<file path="config.mk">
export PLATFORM = sky130hd
export DESIGN_NAME = mp_ram_array_flat
export DESIGN_NICKNAME = d
export VERILOG_FILES = /design/src/rtl/mp_ram_pkg.sv /design/src/rtl/mp_ram_if.sv /design/src/rtl/mp_ram_word.sv /design/src/rtl/mp_ram_array.sv /design/src/flat_wrapper.sv
export SDC_FILE = /design/constraint.sdc
export NUM_CORES = 1
export LEC_CHECK = 0
export ABC_AREA = 1
export CAP_MARGIN = 10
export CORE_MARGIN = 2
export CORE_UTILIZATION = 55
export CTS_CLUSTER_SIZE = 12
export DETAILED_ROUTE_END_ITERATION = 12
export GPL_TIMING_DRIVEN = 1
export PLACE_DENSITY = 0.78
export SLEW_MARGIN = 25
export SYNTH_ARGS = -nofsm -noshare
export SYNTH_HDL_FRONTEND = slang
export SYNTH_SLANG_ARGS = --single-unit
export TNS_END_PERCENT = 30
</file>
<file path="constraint.sdc">
create_clock -name clk -period 5.5 [get_ports clk]
set_input_delay 1.1 -clock clk [delete_from_list [all_inputs] [get_ports clk]]
set_output_delay 1.1 -clock clk [all_outputs]
set_load 0.02 [all_outputs]
</file>
<file path="src/rtl/mp_ram_pkg.sv">
// Shared constants and helpers for the multi-port RAM array.
package mp_ram_pkg;

    localparam int unsigned NUM_PORTS_DEF = 3;
    localparam int unsigned DATA_W_DEF    = 8;
    localparam int unsigned DEPTH_DEF     = 16;
    localparam int unsigned CNT_W_DEF     = 8;

    localparam int unsigned PORT_L = 0;
    localparam int unsigned PORT_R = 1;
    localparam int unsigned PORT_M = 2;

    function automatic int unsigned clog2(input int unsigned value);
        int unsigned res;
        res = 0;
        for (int i = 0; i < 32; i++) begin
            if ((64'd1 << i) < 64'(value)) res = i + 1;
        end
        return res;
    endfunction

    // A single-word array still needs a one-bit address bus.
    function automatic int unsigned addr_width(input int unsigned depth);
        return (clog2(depth) == 0) ? 1 : clog2(depth);
    endfunction

endpackage

</file>
<file path="src/rtl/mp_ram_if.sv">
// Port bundle for mp_ram_array: per-port request fields plus registered responses.
interface mp_ram_if
    import mp_ram_pkg::*;
#(
    parameter int unsigned NUM_PORTS = NUM_PORTS_DEF,
    parameter int unsigned DATA_W    = DATA_W_DEF,
    parameter int unsigned DEPTH     = DEPTH_DEF,
    parameter int unsigned CNT_W     = CNT_W_DEF
) ();

    localparam int unsigned AW = addr_width(DEPTH);

    logic [NUM_PORTS-1:0]        sel;
    logic [NUM_PORTS-1:0]        wr;
    logic [NUM_PORTS*AW-1:0]     addr;
    logic [NUM_PORTS*DATA_W-1:0] wdata;
    logic [NUM_PORTS*DATA_W-1:0] rdata;
    logic [NUM_PORTS-1:0]        rvalid;
    logic [NUM_PORTS-1:0]        wr_conflict;
    logic [CNT_W-1:0]            conflict_cnt;

    modport master (
        output sel, wr, addr, wdata,
        input  rdata, rvalid, wr_conflict, conflict_cnt
    );

    modport slave (
        input  sel, wr, addr, wdata,
        output rdata, rvalid, wr_conflict, conflict_cnt
    );

endinterface

</file>
<file path="src/rtl/mp_ram_word.sv">
// One storage word with per-port write enables; lowest enabled port index wins.
module mp_ram_word
    import mp_ram_pkg::*;
#(
    parameter int unsigned NUM_PORTS = NUM_PORTS_DEF,
    parameter int unsigned DATA_W    = DATA_W_DEF
) (
    input  logic                        clk,
    input  logic                        rst,
    input  logic [NUM_PORTS-1:0]        we,
    input  logic [NUM_PORTS*DATA_W-1:0] wdata,
    output logic [DATA_W-1:0]           q
);

    logic [DATA_W-1:0] word_q, word_d;

    // Walk from highest to lowest so the lowest enabled port overrides.
    always_comb begin
        word_d = word_q;
        for (int p = NUM_PORTS - 1; p >= 0; p--) begin
            if (we[p]) word_d = wdata[p*DATA_W +: DATA_W];
        end
    end

    always_ff @(posedge clk or posedge rst) begin
        if (rst) word_q <= '0;
        else     word_q <= word_d;
    end

    assign q = word_q;

endmodule

</file>
<file path="src/rtl/mp_ram_array.sv">
// Multi-port flop RAM with write priority, collision counting and registered reads.
// Define MP_RAM_WRITE_THROUGH_EN to bypass same-cycle write data to readers (else read-first).
module mp_ram_array
    import mp_ram_pkg::*;
#(
    parameter int unsigned NUM_PORTS = NUM_PORTS_DEF,
    parameter int unsigned DATA_W    = DATA_W_DEF,
    parameter int unsigned DEPTH     = DEPTH_DEF,
    parameter int unsigned CNT_W     = CNT_W_DEF
) (
    input  logic       clk,
    input  logic       rst,
    mp_ram_if.slave    bus
);

    localparam int unsigned AW = addr_width(DEPTH);
    localparam int unsigned SW = CNT_W + clog2(NUM_PORTS) + 1;

    logic [AW-1:0]     addr_p  [NUM_PORTS];
    logic [DATA_W-1:0] wdata_p [NUM_PORTS];
    logic [DATA_W-1:0] mem     [DEPTH];

    logic [NUM_PORTS-1:0] in_range;
    logic [NUM_PORTS-1:0] wr_req;
    logic [NUM_PORTS-1:0] rd_req;
    logic [NUM_PORTS-1:0] lose;

    logic [NUM_PORTS*DATA_W-1:0] rdata_q, rdata_d;
    logic [NUM_PORTS-1:0]        rvalid_q, wr_conflict_q;
    logic [CNT_W-1:0]            cnt_q, cnt_d;
    logic [SW-1:0]               cnt_sum;
    logic [DATA_W-1:0]           rd_val;

    always_comb begin
        for (int p = 0; p < NUM_PORTS; p++) begin
            addr_p[p]   = bus.addr[p*AW +: AW];
            wdata_p[p]  = bus.wdata[p*DATA_W +: DATA_W];
            in_range[p] = 32'(addr_p[p]) < DEPTH;
            wr_req[p]   = bus.sel[p] & bus.wr[p] & in_range[p];
            rd_req[p]   = bus.sel[p] & ~bus.wr[p];
        end
    end

    // A write loses when any lower-index port writes the same in-range word.
    always_comb begin
        lose = '0;
        for (int p = 1; p < NUM_PORTS; p++) begin
            for (int q = 0; q < p; q++) begin
                if (wr_req[p] && wr_req[q] && addr_p[p] == addr_p[q]) lose[p] = 1'b1;
            end
        end
    end

    for (genvar w = 0; w < DEPTH; w++) begin : g_word
        logic [NUM_PORTS-1:0] we;
        always_comb begin
            for (int p = 0; p < NUM_PORTS; p++) begin
                we[p] = wr_req[p] && (32'(addr_p[p]) == w);
            end
        end
        mp_ram_word #(
            .NUM_PORTS (NUM_PORTS),
            .DATA_W    (DATA_W)
        ) u_word (
            .clk   (clk),
            .rst   (rst),
            .we    (we),
            .wdata (bus.wdata),
            .q     (mem[w])
        );
    end

    always_comb begin
        rdata_d = rdata_q;
        rd_val  = '0;
        for (int p = 0; p < NUM_PORTS; p++) begin
            rd_val = '0;
            if (in_range[p]) rd_val = mem[addr_p[p]];
`ifdef MP_RAM_WRITE_THROUGH_EN
            for (int q = NUM_PORTS - 1; q >= 0; q--) begin
                if (wr_req[q] && addr_p[q] == addr_p[p]) rd_val = wdata_p[q];
            end
`endif
            if (rd_req[p]) rdata_d[p*DATA_W +: DATA_W] = rd_val;
        end
    end

    always_comb begin
        cnt_sum = SW'(cnt_q);
        for (int p = 0; p < NUM_PORTS; p++) begin
            cnt_sum = cnt_sum + SW'(lose[p]);
        end
        if (cnt_sum > SW'({CNT_W{1'b1}})) cnt_d = '1;
        else                              cnt_d = cnt_sum[CNT_W-1:0];
    end

    always_ff @(posedge clk or posedge rst) begin
        if (rst) begin
            rdata_q       <= '0;
            rvalid_q      <= '0;
            wr_conflict_q <= '0;
            cnt_q         <= '0;
        end else begin
            rdata_q       <= rdata_d;
            rvalid_q      <= rd_req;
            wr_conflict_q <= lose;
            cnt_q         <= cnt_d;
        end
    end

    assign bus.rdata        = rdata_q;
    assign bus.rvalid       = rvalid_q;
    assign bus.wr_conflict  = wr_conflict_q;
    assign bus.conflict_cnt = cnt_q;

endmodule
</file>
<file path="src/flat_wrapper.sv">
// flat-port wrapper written by rule: the top's interface ports become plain ports
module mp_ram_array_flat import mp_ram_pkg::*;
#(
    parameter int unsigned NUM_PORTS = NUM_PORTS_DEF,
    parameter int unsigned DATA_W    = DATA_W_DEF,
    parameter int unsigned DEPTH     = DEPTH_DEF,
    parameter int unsigned CNT_W     = CNT_W_DEF
)
  (clk, rst, bus_sel, bus_wr, bus_addr, bus_wdata, bus_rdata, bus_rvalid, bus_wr_conflict, bus_conflict_cnt);
  mp_ram_if #(.NUM_PORTS(NUM_PORTS), .DATA_W(DATA_W), .DEPTH(DEPTH), .CNT_W(CNT_W)) bus_i ();
  input  logic clk;
  input  logic rst;
  input wire logic [$bits(bus_i.sel)-1:0] bus_sel;
  input wire logic [$bits(bus_i.wr)-1:0] bus_wr;
  input wire logic [$bits(bus_i.addr)-1:0] bus_addr;
  input wire logic [$bits(bus_i.wdata)-1:0] bus_wdata;
  output wire logic [$bits(bus_i.rdata)-1:0] bus_rdata;
  output wire logic [$bits(bus_i.rvalid)-1:0] bus_rvalid;
  output wire logic [$bits(bus_i.wr_conflict)-1:0] bus_wr_conflict;
  output wire logic [$bits(bus_i.conflict_cnt)-1:0] bus_conflict_cnt;
  assign bus_i.sel = bus_sel;
  assign bus_i.wr = bus_wr;
  assign bus_i.addr = bus_addr;
  assign bus_i.wdata = bus_wdata;
  assign bus_rdata = bus_i.rdata;
  assign bus_rvalid = bus_i.rvalid;
  assign bus_wr_conflict = bus_i.wr_conflict;
  assign bus_conflict_cnt = bus_i.conflict_cnt;
  mp_ram_array #(.NUM_PORTS(NUM_PORTS), .DATA_W(DATA_W), .DEPTH(DEPTH), .CNT_W(CNT_W)) u_core (.clk(clk), .rst(rst), .bus(bus_i));
endmodule
</file>
Yosys cells after proc, flatten, opt, wreduce, memory -nomap -nowiden
Cells that the tools add are included.
- reductions and logical operators: 73
- mux-type cells: 61
- equal/unequal tests: 48
- bitwise logic cells: 12
- order comparisons: 4
- $add $sub $neg: 2
- operators with widths (operator ; count):
    two-way mux 8 bit ; 55
    binary-select mux 8 bit (select 4 bit) ; 3
    == test 4 bit (second input constant) ; 24
    logical AND 1 bit ; 54
    == test 4 x 3 -> 1 bit (second input constant) ; 12
    nonzero test 3 bit ; 16
    == test 4 x 2 -> 1 bit (second input constant) ; 6
    greater-or-equal comparator 5 bit (second input constant) ; 3
    inverter 4 -> 5 bit ; 3
    == test 4 x 1 -> 1 bit (second input constant) ; 3
    == test 4 bit ; 3
    logical NOT 4 bit ; 3
    adder 11 x 1 -> 11 bit ; 1
    greater-than comparator 11 x 8 -> 1 bit (second input constant) ; 1
    adder 8 x 1 -> 9 bit ; 1
    AND 1 bit ; 6
    two-way mux 1 bit ; 3
    inverter 1 bit ; 3
- bits in registers: 165

Depth between registers and ports, before layout
- word-level depth: 8
- gate-level depth with buffers: 17
- gate-level depth less buffers: 16

Hierarchy
Synthesis repeated with hierarchy kept, for this count alone.
- cells, all modules: 2484
- area, all modules: 14332.5 sq um
- modules (own cells, without submodules) (module ; cells each ; area an instance (sq um) ; times used):
    mp_ram_word ; 72 ; 513.0 ; 16
    mp_ram_array ; 1332 ; 6124.6 ; 1

Worst setup path after synthesis
No wires, ideal clock.
- path type: input -> register
- start: in bus_addr[4]
- end: reg u_core.cnt_q[7], in the netlist u_core.bus.conflict_cnt[7]
- library setup time: 0.133 ns
- stages on the path: 16
- path buffers: 3
- arrival time: 3.472 ns
- slack: 1.896 ns
- path through: buf_2 > buf_2 > buf_2 > xor2_1 > nor4_1 > ha_1 > ha_1 > ha_1 > inv_1 > nor2_1 > nand2_1 > nor2_1 > nand2_1 > nor2_1 > nor2_1 > nand2_1
- longest elaborated chain between the ends: 7
- elaborated cells on any way between the ends: 10
- those cells by class: add/sub (2); order compare (1); eq/ne (2); mux (3); reduce/logical (2)
- RTL lines (what ; RTL line ; RTL):
    start, declared ; flat_wrapper.sv:15 ; input wire logic [$bits(bus_i.addr)-1:0] bus_addr;
    == test 4 bit * ; mp_ram_array.sv:49 ; if (wr_req[p] && wr_req[q] && addr_p[p] == addr_p[q]) lose[p] = 1'b1;
    logical AND 1 bit * ; mp_ram_array.sv:49 ;
    two-way mux 1 bit * ; mp_ram_array.sv:49 ;
    via u_core.lose[1] ; mp_ram_array.sv:26 ; logic [NUM_PORTS-1:0] lose;
    adder 8 x 1 -> 9 bit * ; mp_ram_array.sv:91 ; cnt_sum = cnt_sum + SW'(lose[p]);
    adder 11 x 1 -> 11 bit * ; mp_ram_array.sv:91 ;
    greater-than comparator 11 x 8 -> 1 bit ; mp_ram_array.sv:93 ; if (cnt_sum > SW'({CNT_W{1'b1}})) cnt_d = '1;
    two-way mux 8 bit * ; mp_ram_array.sv:93 ;
    via u_core.cnt_d[7] ; mp_ram_array.sv:30 ; logic [CNT_W-1:0] cnt_q, cnt_d;
    end signal, assigned ; mp_ram_array.sv:107 ; cnt_q <= cnt_d;
    end, declared ; mp_ram_array.sv:30 ;
The timed path passes the listed nets; every way through them passes the cells marked *.
A chain may end at the register's enable or synchronous reset.

Worst setup path in the final report
- start: in bus_sel[0]
- end: reg u_core.cnt_q[5], in the netlist u_core.bus.conflict_cnt[5]
- longest elaborated chain between the ends: 8
- elaborated cells on any way between the ends: 12
- those cells by class: add/sub (2); order compare (1); mux (4); bitwise (1); reduce/logical (4)
- RTL lines (what ; RTL line ; RTL):
    start, declared ; flat_wrapper.sv:13 ; input wire logic [$bits(bus_i.sel)-1:0] bus_sel;
    AND 1 bit * ; mp_ram_array.sv:39 ; wr_req[p] = bus.sel[p] & bus.wr[p] & in_range[p];
    logical AND 1 bit * (2 in a row) ; mp_ram_array.sv:49 ;
    two-way mux 1 bit * ; mp_ram_array.sv:49 ;
    via u_core.lose[1] ; mp_ram_array.sv:26 ;
    adder 8 x 1 -> 9 bit * ; mp_ram_array.sv:91 ;
    adder 11 x 1 -> 11 bit * ; mp_ram_array.sv:91 ;
    greater-than comparator 11 x 8 -> 1 bit ; mp_ram_array.sv:93 ;
    two-way mux 8 bit * ; mp_ram_array.sv:93 ;
    via u_core.cnt_d[5] ; mp_ram_array.sv:30 ;
Marks and branches as above.

==> Implementation_results.wiki <==
{| class="wikitable"
! Metric !! Value
|-
| HPWL Detailed || roughly 42000 um
|-
| Nets@finish || ~2.1k
|-
| Endpoint of the worst hold path || u_core.g_word[3].u_word.q[2]
|-
| Final hold violations || 0
|-
| Detailed-route via count || about 15k
|-
| Main combinational cell family by area after synthesis || simple AND/OR/NAND/NOR gates
|-
| Yosys top cell area share || 32.8%
|-
| Worst slack on hold paths || 0.492 ns
|-
| Nature of the critical path startpoint || primary input
|-
| Cell accounting for the most synthesized area || sky130_fd_sc_hd__dfrtp_1
|-
| Most common cell after layout, fill and taps aside || sky130_fd_sc_hd__nand2_1
|-
| XOR/XNOR share of the synthesized area || less than 1%
|-
| Share of the core filled with cells || 62.1%
|-
| Number of placement rows || 55
|-
| Relative contribution of the clock network to total power || between 20% and 30%
|-
| Number of hold buffers added after cts || 0
|-
| Part of the power in registers || between 40 and 50%
|-
| Path type of the worst min-delay path || flop to flop
|-
| DRC violation count after routing || 0
|-
| Root buf cell || sky130_fd_sc_hd__clkbuf_16
|-
| Final Setup Violations || 0
|-
| Setup Slack @ Placement || 0.919 ns
|-
| Finished layout cell area || between 0.01 and 0.015 mm^2
|-
| Pin count of the biggest net entering global routing || 166
|-
| Sum of buffers and inverters on the critical path || 3
|-
| Drt total wl || ~60000 um
|-
| Highest-delay cell along the critical path || sky130_fd_sc_hd__nor4_1
|-
| Initial antenna violation count || 1
|-
| Count of state elements after synthesis || about 170
|-
| Multiplexer share of the synthesized area || 0%
|-
| Leakage || 6.79 nW
|-
| Slew of the pin with the lowest slew margin || slightly above 1 ns
|-
| Final critical-path required period || around 4.3 ns
|-
| Max Freq || 0.235 GHz
|-
| Clock transition at path regs || ~0.070 ns
|-
| Internal power || ~2.7 mW
|-
| Die span in y || 155 um
|-
| Cell total after placement || between 2k and 2.5k
|-
| Sort of element at the end of the critical path || flop
|-
| Yosys cell types || 31
|-
| Cell area after placement || 0.0134 mm^2
|-
| Sequential cell area || 0.00413 mm^2
|-
| # Max-Cap Violations || 0
|-
| Clock tree from TritonCTS || done
|-
| Capture point of the worst reg-to-reg path || u_core.bus.conflict_cnt[5]
|-
| I/O pin count || ~80
|-
| Area inside the core boundary || 0.0226 mm^2
|-
| Total Power Consumption || between 4 and 5 mW
|-
| Post-Synth Simple-Gate Area || 34.8%
|-
| Global-route wire length before repair || ~87000 um
|-
| Warnings, synthesis || 0
|-
| Worst rel slew slack || roughly 31%
|-
| Net switching power || roughly 2.0 mW
|-
| Area delta synth->final || 11.6%
|-
| Minimum setup slack among reg-to-reg paths || 3.34 ns
|-
| CP cell instances || clkdlybuf4s50_1 > nand2_1 > inv_2 > nand4_1 > nor4_1 > ha_1 > ha_1 > ha_1 > inv_1 > nor2_1 > nand2_1 > nor2_1 > nand2_1 > nor2_1 > nor2_1 > nand2_1
|-
| Tot GR Track Use || between 40 and 50%
|-
| Critical hold path startpoint || u_core.g_word[3].u_word.q[2]
|-
| Average vias per placed instance || ~6.5
|-
| Non-filler instance count after layout || around 2.4k
|-
| Average routed wire per standard cell || between 20 and 30 um
|-
| Share of layout cells above drive strength 1 || under 10%
|-
| Total area of multi-input combinational cells || approximately 0.0073 mm^2
|-
| Peak supply drop || between 200 and 250 uV
|-
| Antenna-violating nets left || 0
|-
| Avg Synthesized Cell Area || just over 6 um^2
|-
| Critical path data required time || slightly below 6 ns
|-
| Setup repair after global routing missed its margin || no
|-
| Synthesized cell area || around 0.013 mm^2
|-
| Top area cells in the synthesized netlist || sky130_fd_sc_hd__dfrtp_1 (33%), sky130_fd_sc_hd__nand2_1 (19%), sky130_fd_sc_hd__nor2_1 (9.3%), sky130_fd_sc_hd__o21ai_0 (8.2%), sky130_fd_sc_hd__a21oi_1 (5.4%)
|-
| Startpoint of the worst register-to-register path || u_core.bus.conflict_cnt[0]
|-
| Power density normalized to cell area || approximately 330 mW/mm^2
|-
| Commonest cells after routing, fill and taps aside || sky130_fd_sc_hd__nand2_1 (632), sky130_fd_sc_hd__nor2_1 (310), sky130_fd_sc_hd__o21ai_0 (207)
|-
| Post-route clock period utilization || a little under 80%
|-
| Post-synthesis share of cell area spent on full adders, half adders and majority gates || 0.398%
|-
| Detailed-routing iteration count for the pre-antenna-repair pass || 9
|-
| Largest fanout on the critical path || 8
|-
| Cell depth of the worst flop-to-flop path || 11
|-
| Die area || between 0.02 and 0.025 mm^2
|-
| Number of buffers created by CTS || 17
|-
| Final critical-path setup slack || 1.24 ns
|-
| Final clock skew || 0.0128 ns
|-
| Final number of max-transition violations || 0
|-
| CP max stage delay || slightly below 0.7 ns
|-
| Crit-path leading delay family || simple AND/OR/NAND/NOR gates
|-
| Placer congestion estimate || approximately 1.1
|-
| Sum of overflow across all layers after global routing || 0
|-
| Filler cell count || 2186
|-
| Run status || finished, final reports clean
|-
| Compound-Gate Fraction of Synth Area || 22.1%
|-
| Syn nets || roughly 2.1k
|-
| Hold path cells || 2
|-
| Die X-Extent || between 150 and 200 um
|-
| Starting density of the core || 55.7%
|-
| Arrival time worst endpoint || between 4 and 5 ns
|-
| Via count of the first global-routing pass || roughly 14k
|-
| Proportion of power drawn by combinational gates || between 30% and 40%
|-
| Number of H-tree levels || 4
|-
| Share of the yosys chip area belonging to registers || about a third
|-
| Sum of negative setup slack || 0 ns
|-
| Number of setup buffers added after CTS || 0
|-
| CTS sink count || 165
|-
| Clock Path Buffers || 2
|-
| Crit path kind || primary input to flop
|-
| Syn Inst Count || just over 2k
|-
| Clk_lat worst skew || 0.46 ns
|-
| IO Port Bufs || 80
|-
| Number of instances resized during post-cts repair || 0
|-
| Initial drt markers || approximately 2.6k
|-
| Share of total power consumed by net switching || 42.0%
|}
[tightest hold or removal path, stage by stage, from the launching register on]
cell,delay [ns]
sky130_fd_sc_hd__dfrtp_1,0.35
sky130_fd_sc_hd__nand2_1,0.06
sky130_fd_sc_hd__nand2_1,0.05
[power by group through the flow]
| stage | Combinational, mW | Clock [mW] | Sequential, mW |
|---|---|---|---|
| 4_1_cts | 1.41 | 1.28 | 1.85 |
| 6_report | 1.48 | 1.29 | 1.90 |
| 5_1_grt | 1.60 | 1.32 | 1.90 |
| 3_3_place_gp | 1.38 | 0 | 1.86 |
| 3_5_place_dp | 1.40 | 0 | 1.87 |
| 2_1_floorplan | 0.852 | 0 | 1.77 |
[flip-flops by register name, indices dropped and copies added, names as in the netlist]
| name | cells |
|---|---|
| u_core.bus.conflict_cnt | 8 |
| u_core.bus.rvalid | 3 |
| u_core.bus.wr_conflict | 2 |
| u_core.g_word.u_word.q | 128 |
| u_core.bus.rdata | 24 |
[Yosys cell counts, drive strengths merged]
cell type  count
nand4          5
buf           56
o21bai         1
conb           1
nor3          14
a22oi         24
clkbuf        54
a21oi        136
ha             4
nor2         334
a31oi         23
clkinv         5
dfrtp        165
nand2        642
o22ai         30
xnor2          2
o211ai        47
xor2           8
inv          166
nand3         87
o21ai        246
nor4           2
[cells by family (layout without fill, tap and decap cells)]
group / Yosys count / count (layout)
and+or+nand+nor: 1084 / 1084
DFF: 165 / 165
adders and majority gates: 4 / 4
xor gates and xnor gates: 10 / 10
other: 1 / 4
AOI/OAI and AO/OA: 507 / 507
buffers and inverters: 281 / 301
[worst max-delay path by stage]
stage,from,end,depth (start not counted)
after floorplan,bus_addr[4],u_core.bus.conflict_cnt[7],16
after global placement,bus_sel[0],u_core.bus.conflict_cnt[0],16
after detailed placement,bus_sel[1],u_core.bus.conflict_cnt[5],14
after CTS,bus_sel[0],u_core.bus.conflict_cnt[5],14
after global routing,bus_sel[0],u_core.bus.conflict_cnt[5],16
final,bus_sel[0],u_core.bus.conflict_cnt[5],16
[area by class of cell]
type / instances / share of cell area (%)
Antenna cell: 3 / 0.0535
Clock buffer: 18 / 3.13
Clock inverter: 13 / 1.20
Inverter: 171 / 4.60
Multi-Input combinational cell: 1606 / 52.1
Sequential cell: 165 / 29.4
Tap cell: 285 / 2.54
Timing Repair Buffer: 99 / 6.90
[layer usage]
metal	vias to the layer above	GRT usage, %	part of all wire, %
met5	-	0	0
met4	0	26.5	7.8
met3	336	21.2	19
met2	1466	69.1	38
met1	6779	64.9	35
li1	6700	-	-
Note: power is estimated with default switching activity, not from simulation.
